**src/rtl/systolic_skew_control.sv**
```systemverilog
// Operand-skew and load sequencer for an N x M output-stationary systolic MAC array.
// Define SKEW_CTRL_REPEAT_EN to run passes back-to-back instead of stopping in DONE after one load.
module systolic_skew_control #(
    parameter int N = 3,
    parameter int M = 3,
    parameter int K = 3
) (
    input  logic         clk,
    input  logic         rst,
    output logic [N-1:0] A_start_en,
    output logic [M-1:0] B_start_en,
    output logic         load
);

    localparam int CW    = $clog2(N + M + K) + 1;
    localparam int MAXNM = (N > M) ? N : M;
    localparam logic [CW-1:0] FEED_LAST = CW'(K + MAXNM - 2);
    localparam logic [CW-1:0] LOAD_T    = CW'(N + M + K - 2);

    typedef enum logic [2:0] {
        IDLE  = 3'd0,
        FEED  = 3'd1,
        DRAIN = 3'd2,
        LOAD  = 3'd3,
        DONE  = 3'd4
    } state_t;

    state_t        r_state;
    logic [CW-1:0] r_t;
    logic [CW-1:0] w_t_inc;
    logic          w_feed;
    logic [N-1:0]  w_a_en;
    logic [M-1:0]  w_b_en;

    assign w_t_inc = r_t + CW'(1);
    assign w_feed  = (r_state == FEED);

    always_ff @(posedge clk) begin
        if (rst) begin
            r_state <= IDLE;
            r_t     <= '0;
        end else begin
            case (r_state)
                IDLE: begin
                    r_state <= FEED;
                    r_t     <= '0;
                end
                FEED: begin
                    r_t <= w_t_inc;
                    // DRAIN can be empty (e.g. N = M = K = 1), so FEED may jump straight to LOAD
                    if (w_t_inc == LOAD_T)
                        r_state <= LOAD;
                    else if (r_t == FEED_LAST)
                        r_state <= DRAIN;
                end
                DRAIN: begin
                    r_t <= w_t_inc;
                    if (w_t_inc == LOAD_T)
                        r_state <= LOAD;
                end
                LOAD: begin
                    r_t <= '0;
`ifdef SKEW_CTRL_REPEAT_EN
                    r_state <= FEED;
`else
                    r_state <= DONE;
`endif
                end
                DONE: begin
                    r_state <= DONE;
                end
                default: begin
                    r_state <= IDLE;
                    r_t     <= '0;
                end
            endcase
        end
    end

    // Lane g is active for t in [g, g+K-1]; the widened subtraction wraps to a large value when t < g.
    generate
        for (genvar gi = 0; gi < N; gi++) begin : g_row
            logic [CW:0] w_da;
            assign w_da       = {1'b0, r_t} - (CW+1)'(gi);
            assign w_a_en[gi] = w_feed && (w_da < (CW+1)'(K));
        end
        for (genvar gi = 0; gi < M; gi++) begin : g_col
            logic [CW:0] w_db;
            assign w_db       = {1'b0, r_t} - (CW+1)'(gi);
            assign w_b_en[gi] = w_feed && (w_db < (CW+1)'(K));
        end
    endgenerate

    assign A_start_en = w_a_en;
    assign B_start_en = w_b_en;
    assign load       = (r_state == LOAD);

endmodule

```
**config.mk**
```make
export PLATFORM = sky130hd
export DESIGN_NAME = systolic_skew_control
export DESIGN_NICKNAME = d
export VERILOG_FILES = /design/src/rtl/systolic_skew_control.sv
export SDC_FILE = /design/constraint.sdc
export NUM_CORES = 1
export LEC_CHECK = 0
export ABC_AREA = 1
export CORE_ASPECT_RATIO = 1.2
export CORE_MARGIN = 2
export CORE_UTILIZATION = 36
export CTS_BUF_LIST = sky130_fd_sc_hd__clkbuf_8
export DETAILED_ROUTE_END_ITERATION = 10
export PLACE_DENSITY_LB_ADDON = 0.15
export SLEW_MARGIN = 15
export SYNTH_ARGS = -nofsm -noshare
export SYNTH_HDL_FRONTEND = slang
export SYNTH_SLANG_ARGS = --single-unit
```
**constraint.sdc**
```tcl
create_clock -name clk -period 1.9 [get_ports clk]
set_input_delay 0.38 -clock clk [delete_from_list [all_inputs] [get_ports clk]]
set_output_delay 0.38 -clock clk [all_outputs]
set_load 0.05 [all_outputs]
```
Yosys cells after proc, flatten, opt, wreduce, memory -nomap -nowiden
Cells that the tools add are included.
{"block": "totals", "reg_bits": 8, "in_bits": 2, "output_inout_bits": 7, "wordCells": 28}
{"block": "op_classes", "addsub": 3, "n_lt_le_gt_ge": 3, "n_eq_ne": 8, "n_mux": 5, "n_reduce_logical": 7}
{"operator": "< comparator 6 x 2 -> 1 bit, second input constant", "n": 2}
{"operator": "case mux 3 bit (4 select lines)", "n": 1}
{"operator": "== test 5 x 3 -> 1 bit, second input constant", "n": 2}
{"operator": "case mux 5 bit (2 select lines)", "n": 1}
{"operator": "2-to-1 mux 3 bit", "n": 3}
{"operator": "== test 3 x 2 -> 1 bit, second input constant", "n": 2}
{"operator": "subtractor 5 x 1 -> 6 bit, second input constant", "n": 1}
{"operator": "subtractor 5 x 2 -> 6 bit, second input constant", "n": 1}
{"operator": "adder 5 x 1 -> 5 bit, second input constant", "n": 1}
{"operator": "< comparator 5 x 2 -> 1 bit, second input constant", "n": 1}
{"operator": "OR reduction 2 bit", "n": 2}
{"operator": "== test 3 x 1 -> 1 bit, second input constant", "n": 1}
{"operator": "== test 3 bit, second input constant", "n": 1}
{"operator": "logical AND 1 bit", "n": 3}
{"operator": "zero test 3 bit", "n": 1}
{"operator": "!= test 3 x 1 -> 1 bit, second input constant", "n": 1}
{"operator": "!= test 2 bit, second input constant", "n": 1}
{"operator": "AND reduction 2 bit", "n": 1}

Longest topological paths before layout
Gate-level depths: netlist of run 1.
{"block": "depth", "ltp_word": 4, "depth_mapped": 10, "mapped_depth_nobuf": 10}

Least setup slack after synthesis of run 1
No wires, ideal clock.
{"block": "synth_path", "path_kind": "register to output", "from": "register r_t[2]", "to": "output port B_start_en[0]", "arrival_time_ps": 3776, "t_required_ps": 1520, "slack_ps": -2256, "path_stages_with_launch": 6, "n_path_buf": 2, "cell_sequence": "dfxtp_1 -> buf_4 -> inv_2 -> ha_1 -> a2111oi_0 -> buf_4"}
{"block": "synth_between", "elab_chain_len": 2}
{"element": "start, declared", "line": "29", "text": "logic [CW-1:0] r_t;"}
{"element": "start signal, assigned", "line": "49", "text": "r_t <= w_t_inc;"}
{"element": "start signal, assigned", "line": "57", "text": "r_t <= w_t_inc;"}
{"element": "< comparator 5 x 2 -> 1 bit"}
{"element": "logical AND 1 bit"}
{"element": "end, declared", "line": "11", "text": "output logic [M-1:0] B_start_en,"}
Every way passes these cells.

Final worst setup path of run 1
{"block": "layout_path", "from": "register r_t[1]", "to": "output port B_start_en[1]"}
{"block": "layout_between", "elab_chain_len": 3}
{"element": "subtractor 5 x 1 -> 6 bit", "line": "89", "text": "assign w_db = {1'b0, r_t} - (CW+1)'(gi);"}
{"element": "< comparator 6 x 2 -> 1 bit", "line": "90", "text": "assign w_b_en[gi] = w_feed && (w_db < (CW+1)'(K));"}
{"element": "logical AND 1 bit", "line": "90"}
Every way passes these cells.

==> results of run 1 <==
worst max-delay path by stage:
stage | cells past startpoint | end | slack (ps)
finish | 8 | B_start_en[1] | 20
global placement | 6 | B_start_en[1] | 140
floorplan | 9 | B_start_en[1] | -130
CTS | 8 | B_start_en[1] | -2
global route | 7 | A_start_en[2] | -70
detailed placement | 6 | B_start_en[1] | 110
layer usage:
metal	share of wire	vias up	GRT usage	routed length (um)
li1	-	344	-	-
met1	0.42	293	0.188	643
met2	0.53	13	0.289	798
met3	0.034	2	0.0243	51
met4	0.014	0	0.0758	21
met5	0	-	0	0
final cells by class:
class,instances,area (sq um)
inverter,18,75.1
tap,19,23.8
clock buffer,3,41.3
fill,168,791
clock inverter,1,3.75
sequential,8,166
multi-input combinational,71,515
timing repair buffer,13,191
cell families (layout without fill, tap and decap cells):
logic type	count (synthesis)	count (layout)
compound gates	11	11
fa+ha+maj	9	9
buf+inv	22	35
simple gates	50	50
flops	8	8
xor+xnor	1	1
flip-flops by register name, indices dropped and copies added, names as in the netlist:
register	count
r_state	3
r_t	5
report_power, final:
part	switching (mW)	internal, mW
logic	0.427	0.302
registers	0.0412	0.212
clock network	0.0789	0.141
stage by stage:
step           total power, mW   util  cell area (sq um)  std cells  TNS (ps)
2_1_floorplan            0.714      -                767        101      -279
3_3_place_gp             0.894  0.508                918        127         0
3_5_place_dp             0.900  0.508                918        127         0
4_1_cts                   1.17  0.545                985        132     -2.24
5_1_grt                   1.30  0.563               1020        133      -289
6_report                  1.20  0.563               1020        133         0
cells in the final DEF (no fill, tap or decap):
master and count:
sky130_fd_sc_hd__nand3_1 11, sky130_fd_sc_hd__ha_1 5, sky130_fd_sc_hd__a21oi_1 5, sky130_fd_sc_hd__inv_4 3, sky130_fd_sc_hd__buf_4 4, sky130_fd_sc_hd__ha_2 2, sky130_fd_sc_hd__dfxtp_2 2, sky130_fd_sc_hd__nand3_2 2
sky130_fd_sc_hd__o21ai_0 1, sky130_fd_sc_hd__buf_12 7, sky130_fd_sc_hd__nor2_2 3, sky130_fd_sc_hd__inv_1 15, sky130_fd_sc_hd__dfxtp_4 1, sky130_fd_sc_hd__nand4_1 1, sky130_fd_sc_hd__ha_4 2, sky130_fd_sc_hd__nor3_2 1
sky130_fd_sc_hd__nor3_4 1, sky130_fd_sc_hd__xor2_1 1, sky130_fd_sc_hd__nor3_1 1, sky130_fd_sc_hd__clkdlybuf4s50_1 1, sky130_fd_sc_hd__a2111oi_4 1, sky130_fd_sc_hd__inv_2 1, sky130_fd_sc_hd__o21ai_1 1, sky130_fd_sc_hd__buf_6 1
sky130_fd_sc_hd__nand2_2 7, sky130_fd_sc_hd__nor2_4 2, sky130_fd_sc_hd__nor2_1 3, sky130_fd_sc_hd__dfxtp_1 5, sky130_fd_sc_hd__a21oi_2 2, sky130_fd_sc_hd__o21a_1 1, sky130_fd_sc_hd__clkbuf_8 3, sky130_fd_sc_hd__nand2_1 18
worst max-delay path: cells and delay by family, from the launching register on:
| kind | cells | cell delay [ps] |
|---|---|---|
| AND/OR/NAND/NOR | 5 | 480 |
| flip-flops | 1 | 350 |
| buffers and inverters | 2 | 240 |
| adder cells (fa/ha/maj) | 1 | 180 |
repair_timing:
| item | CTS | global route |
|---|---|---|
| resized for setup | 7 | 6 |
| setup endpoints to repair | 4 | 6 |
| buffers inserted | 1 | 1 |
| pin swaps | 3 | 5 |
==> results by group, run 1 <==
Yosys
  – Primary flip-flop cell chosen by synthesis mapping: sky130_fd_sc_hd__dfxtp_1
  – Simple-Gate Fraction of Synth Area: 0.346
  – Number of instances in the synthesized netlist: slightly above 100
  – Cell type contributing the most total cell area after synthesis: sky130_fd_sc_hd__dfxtp_1
  – Number of enable-type register cells in the synthesized netlist: 0
  – Combinational family with the most area after synthesis: simple AND/OR/NAND/NOR gates
  – Post-synth top area share: 0.236
  – Async set-reset flop share out of synthesis: 0
  – XOR/XNOR Fraction of Synth Area: 0.0129
  – Cell Area, Synth: between 600 and 700 sq um
  – Sequential fraction of the synthesis area: 0.236
  – Most used standard cells in the synthesized netlist: 22 x sky130_fd_sc_hd__nand2_1, 16 x sky130_fd_sc_hd__inv_1, 12 x sky130_fd_sc_hd__nand3_1
  – Cell with the most instances after synthesis: sky130_fd_sc_hd__nand2_1
  – Multiplexer fraction of the synthesized cell area: 0
  – Synth Area in Adders: 0.166
  – Post-synthesis register bit count: 8
  – Ys Warns: 0
  – Compound-gate portion of the synthesized area: 0.0958
  – Biggest area contributors in the synthesized netlist: sky130_fd_sc_hd__dfxtp_1 24%, sky130_fd_sc_hd__ha_1 17%, sky130_fd_sc_hd__nand2_1 12%
  – Number of different library cells in the post-synthesis netlist: 20
  – Mean instance size in the synthesized netlist: a little under 7 sq um
  – Post-synthesis net count: 112

STA
  – Number of hold violations in the final report: 0
  – Worst Slack Setup Final: around 24 ps
  – RSZ-0062 raised after global routing: true
  – Final Critical Period: between 1500 and 2000 ps
  – Final period util: 0.987
  – Remaining max-slew budget at the tightest pin: 0.712
  – Setup violations, final: 0
  – Worst Hold Margin: 483 ps
  – Final number of max-transition violations: 0
  – Post-Route Skew: roughly 7 ps
  – Worst-margin pin slew: about 430 ps
  – Fmax achieved: 533 MHz

Detailed routing
  – Number of DRC violations after detailed routing: 0
  – Routed wire per std cell: between 10 and 15 um
  – First DRT Iteration DRCs: 7
  – Vias per Instance: approximately 5
  – Post-detailed-routing wire length: 1.51 mm
  – TritonRoute pass-1 iters: 4
  – Total via count after detailed routing: approximately 650
  – Number of nets with antenna violations after detailed routing: 0

Run
  – Max-cap viol count: 0

Critical path
  – Arrival time at the worst endpoint: roughly 1500 ps
  – Crit path required time: roughly 1500 ps
  – Reg2Reg Setup Slack: between 400 and 500 ps
  – Cell count of the worst reg-to-reg path: 11
  – Most common cell on crit path: sky130_fd_sc_hd__nand2_2
  – Cell with the largest stage delay on the worst path: sky130_fd_sc_hd__dfxtp_2
  – Start point of the critical path: r_t[1]$_SDFFE_PP0P_
  – Startpoint class of the critical path: flip-flop
  – Origin of the critical flop-to-flop path: r_t[0]$_SDFFE_PP0P_
  – Sort of element at the end of the critical path: primary output
  – Type of the worst setup path: flip-flop to primary output
  – Cells traversed along the worst timing path: inv_4 -> ha_2 -> nand2_2 -> nand2_2 -> nand2_2 -> nand3_2 -> nor3_4 -> buf_12
  – Crit Reg-Reg Endpoint: r_state[0]$_SDFFE_PP0P_
  – Critical path's largest stage delay: between 300 and 400 ps
  – Largest fanout on the critical path: 6

Floorplan
  – IO Count: 9
  – Core Area: about 1800 sq um
  – Initial Utilization: 0.376
  – Overall die area: 2250 sq um
  – Chip width: approximately 44 um
  – Floorplan die height: 51.6 um
  – Number of cell rows: 17

Hold path
  – Worst hold start: r_t[4]$_SDFFE_PP0P_
  – Worst min-delay path class: flip-flop to flip-flop
  – Worst hold path endpoint: r_t[4]$_SDFFE_PP0P_
  – Worst hold path stage count: 2

Finish
  – Number of nets in the finished design: 126
  – Synth-to-Final Area Change: 49.7%
  – Inserted Diodes: 0
  – Fraction of final layout cells with drive strength greater than 1: 0.395

GRT
  – Maximum number of pins on one net before global-route repair: 10
  – Antenna violations before repair: 0
  – All-layer global routing usage: 0.163
  – Sum of overflow across all layers after global routing: 0
  – First-pass GRT wire length: around 2.8 mm
  – Via count of the first global-routing pass: 651

Place
  – Post-detail-place hpwl: 1.18 mm
  – Worst slack at placement: 106 ps
  – Count of input and output buffers: 8
  – Routability cong.: 0.752

Pwr
  – Power Density: 1180 nW/um^2
  – Worst ir drop on vdd: ~0.0006 V
  – Leakage: 0.467 nW

Clock tree
  – Hold-fix buffers at CTS: 0
  – Worst-Skew Late Latency: roughly 240 ps
  – Buffer levels on the longest clock path: 2
  – Level count of the clock H-tree: 1
  – Total clock buffers created by CTS: 3
  – Total number of clock tree sinks: 8
  – Clock slew at reported path FFs: approximately 50 ps
  – TritonCTS clock tree: yes
  – Library cell used as clock root buffer: sky130_fd_sc_hd__clkbuf_8

Run status
  – Status: completed
Note: power is estimated with default switching activity, not from simulation.
==> run 2, diff against run 1 <==
--- a/config.mk
+++ b/config.mk
@@ -6,10 +6,11 @@
 export NUM_CORES = 1
 export LEC_CHECK = 0
 export ABC_AREA = 1
-export CORE_ASPECT_RATIO = 1.2
+export CORE_ASPECT_RATIO = 0.8
 export CORE_MARGIN = 2
 export CORE_UTILIZATION = 36
 export CTS_BUF_LIST = sky130_fd_sc_hd__clkbuf_8
+export CTS_CLUSTER_DIAMETER = 50
 export DETAILED_ROUTE_END_ITERATION = 10
 export PLACE_DENSITY_LB_ADDON = 0.15
 export SLEW_MARGIN = 15
==> constraint.sdc (replaced) <==
create_clock -name clk -period 2.3 [get_ports clk]
set_input_delay 0.46 -clock clk [delete_from_list [all_inputs] [get_ports clk]]
set_output_delay 0.46 -clock clk [all_outputs]
set_load 0.05 [all_outputs]
==> run 2 against run 1 <==
Non-clock buffer count shrank 3. Combinational power is 32% lower. Power shrank 27%. Sequential power shrank 17%. Die area barely moved. Worst hold slack got worse by 1.2 ps. Wire length decreased by 5.7%. Via count fell by 7.2%. Final cell count is 0.75% higher. Setup slack gained 74 ps. Highest routed layer is now met3.
==> results by group, run 2 (synthesized netlist as in run 1, its figures left out) <==
Clock tree
  – Total clock buffers created by CTS: 3 (unchanged)
  – Worst-Skew Late Latency: 230 ps (was 240 ps)
  – TritonCTS clock tree: yes (unchanged)
  – Library cell used as clock root buffer: sky130_fd_sc_hd__clkbuf_8 (unchanged)
  – Level count of the clock H-tree: 1 (unchanged)
  – Buffer count from post-CTS setup fixing: 0 (was 1)
  – Buffer levels on the longest clock path: 2 (unchanged)
  – Total number of clock tree sinks: 8 (unchanged)
  – Number of cells upsized or downsized after cts: 0 (was 7)
  – Hold-fix buffers at CTS: 0 (unchanged)
  – Clock slew at reported path FFs: 40 ps (was 50 ps)

Hold path
  – Worst min-delay path class: flip-flop to flip-flop (unchanged)

STA
  – Total negative slack for setup checks: 0 ps (unchanged)
  – Final Critical Period: ~2200 ps
  – RSZ-0062 raised after global routing: false (was true)
  – Setup violations, final: 0 (unchanged)
  – Fmax achieved: 454 MHz
  – Post-Route Skew: 5.84 ps (was 6.94 ps)
  – Final number of max-transition violations: 0 (unchanged)
  – Remaining max-slew budget at the tightest pin: 0.673 (was 0.712)
  – Worst-margin pin slew: 489 ps (was 429 ps)
  – Worst Slack Setup Final: 98.1 ps (was 24.2 ps)
  – Number of hold violations in the final report: 0 (unchanged)
  – Final period util: 0.957

Place
  – Routability cong.: 0.829 (was 0.752)
  – Post-place instance area: 867 sq um (was 918 sq um)
  – Post-detail-place hpwl: 1.15 mm (was 1.18 mm)
  – # placed instances: 131 (was 127)
  – Worst slack at placement: 275 ps (was 106 ps)
  – Count of input and output buffers: 8 (unchanged)

Critical path
  – Start point of the critical path: r_state[1]$_SDFFE_PP0P_ (was r_t[1]$_SDFFE_PP0P_)
  – Type of the worst setup path: flip-flop to primary output (unchanged)
  – Largest fanout on the critical path: 4 (was 6)
  – Arrival time at the worst endpoint: 1740 ps (was 1500 ps)
  – Reg2Reg Setup Slack: 880 ps (was 430 ps)
  – Cells traversed along the worst timing path: inv_1 -> nor3_1 -> clkdlybuf4s50_1 (was inv_4 -> ha_2 -> nand2_2 -> nand2_2 -> nand2_2 -> nand3_2 -> nor3_4 -> buf_12)
  – Origin of the critical flop-to-flop path: r_t[1]$_SDFFE_PP0P_ (was r_t[0]$_SDFFE_PP0P_)
  – Startpoint class of the critical path: flip-flop (unchanged)
  – Crit path required time: 1840 ps (was 1520 ps)
  – Cell with the largest stage delay on the worst path: sky130_fd_sc_hd__clkdlybuf4s50_1 (was sky130_fd_sc_hd__dfxtp_2)
  – Crit Reg-Reg Endpoint: r_state[0]$_SDFFE_PP0P_ (unchanged)
  – Sort of element at the end of the critical path: primary output (unchanged)
  – Worst setup endpoint: load (was B_start_en[1])
  – Critical path's largest stage delay: 840 ps (was 350 ps)
  – Cell count of the worst reg-to-reg path: 11 (unchanged)

Finish
  – Number of nets in the finished design: 123 (was 126)
  – Number of flip-flops in the largest register: 5 (unchanged)
  – Non-Filler Instances: 134 (was 133)
  – Leading cell type in the layout, fill and taps excluded: sky130_fd_sc_hd__nand2_1 (unchanged)
  – Fraction of final layout cells with drive strength greater than 1: 0.227 (was 0.395)
  – Highest-count cells in the layout ignoring fill and taps: 22 x sky130_fd_sc_hd__nand2_1, 16 x sky130_fd_sc_hd__inv_1, 12 x sky130_fd_sc_hd__nand3_1 (was 18 x sky130_fd_sc_hd__nand2_1, 15 x sky130_fd_sc_hd__inv_1, 11 x sky130_fd_sc_hd__nand3_1)
  – Synth-to-Final Area Change: 33.9% (was 49.7%)
  – Largest registers in the final layout: r_t: 5 flops, r_state: 3 flops (unchanged)
  – Design Area, Final: 910 sq um (was 1020 sq um)
  – Register name with the most flops: r_t (unchanged)
  – Inserted Diodes: 0 (unchanged)
  – Fill cell instance count of the final layout: 178 (was 168)

Floorplan
  – Number of cell rows: 14 (was 17)
  – Core Area: 1820 sq um (was 1810 sq um)
  – Chip width: 52.6 um (was 43.7 um)
  – Initial Utilization: 0.373 (was 0.376)
  – Overall die area: 2250 sq um (about the same)
  – IO Count: 9 (unchanged)
  – Floorplan die height: 42.9 um (was 51.6 um)

Pwr
  – Worst ir drop on vdd: 0.000450 V (was 0.000603 V)
  – Leakage: 0.432 nW (was 0.467 nW)
  – Power Density: 960 nW/um^2 (was 1180 nW/um^2)
  – Total power after layout: 873 uW (was 1.20 mW)

Detailed routing
  – Post-detailed-routing wire length: 1.43 mm (was 1.51 mm)
  – Vias per Instance: 4.51 (was 4.90)
  – Number of DRC violations after detailed routing: 0 (unchanged)
  – Total via count after detailed routing: 605 (was 652)
  – TritonRoute pass-1 iters: 4 (unchanged)
  – Number of nets with antenna violations after detailed routing: 0 (unchanged)
  – Routed wire per std cell: 10.7 um (was 11.4 um)
  – First DRT Iteration DRCs: 8 (was 7)

GRT
  – First-pass GRT wire length: 2.43 mm (was 2.77 mm)
  – All-layer global routing usage: 0.148 (was 0.163)
  – Antenna violations before repair: 0 (unchanged)
  – Via count of the first global-routing pass: 539 (was 651)
  – Maximum number of pins on one net before global-route repair: 10 (unchanged)
  – Sum of overflow across all layers after global routing: 0 (unchanged)

Run
  – Max-cap viol count: 0 (unchanged)

Run status
  – Status: completed (unchanged)
[run 2: changes by cell type in the layout (fill, tap and decap cells not counted), sizes merged]
cell,change
buf,-4
inv,-1
clkdlybuf4s50,+1
[run 2: worst min-delay path by stage]
stage,startpoint,endpoint,slack (ps),depth (start not counted)
floorplan,r_t[4]$_SDFFE_PP0P_,r_t[4]$_SDFFE_PP0P_,450,2
finish,r_t[4]$_SDFFE_PP0P_,r_t[4]$_SDFFE_PP0P_,480,2
global placement,r_t[4]$_SDFFE_PP0P_,r_t[4]$_SDFFE_PP0P_,470,2
detailed placement,r_t[4]$_SDFFE_PP0P_,r_t[4]$_SDFFE_PP0P_,480,2
global route,r_t[4]$_SDFFE_PP0P_,r_t[4]$_SDFFE_PP0P_,510,2
CTS,r_t[4]$_SDFFE_PP0P_,r_t[4]$_SDFFE_PP0P_,490,2
[run 2: per-stage QoR]
stage | hold WS [ps] | utilization
floorplan | 451 | -
global placement | 475 | 0.476
detailed placement | 479 | 0.476
CTS | 486 | 0.499
global route | 509 | 0.499
finish | 482 | 0.499
[run 2: routing by layer]
layer	up-vias	wire, um	track usage
li1	332	-	-
met1	260	726	0.213
met2	13	625	0.210
met3	0	76	0.0634
met4	0	0	0.0154
met5	-	0	0
[run 2: layout make-up]
type | instances | area [sq um] | share of cell area
timing repair buffer | 10 | 155 | 0.171
sequential | 8 | 161 | 0.177
clock buffer | 3 | 41.3 | 0.0454
inverter | 18 | 67.6 | 0.0743
multi-input combinational | 71 | 454 | 0.499
tap | 24 | 30.0 | 0.0330
[run 2: power breakdown]
part | total [mW] | internal (mW) | switching [mW] | leakage, nW
clock | 0.167 | 0.113 | 0.0533 | 0.0216
sequential | 0.210 | 0.171 | 0.0391 | 0.0656
combinational | 0.496 | 0.187 | 0.309 | 0.345
[run 2: critical path: cells and delay by family (launching register included)]
kind | cells | cell delay, ps
buffers and inverters | 2 | 940
DFF | 1 | 370
and+or+nand+nor | 1 | 200
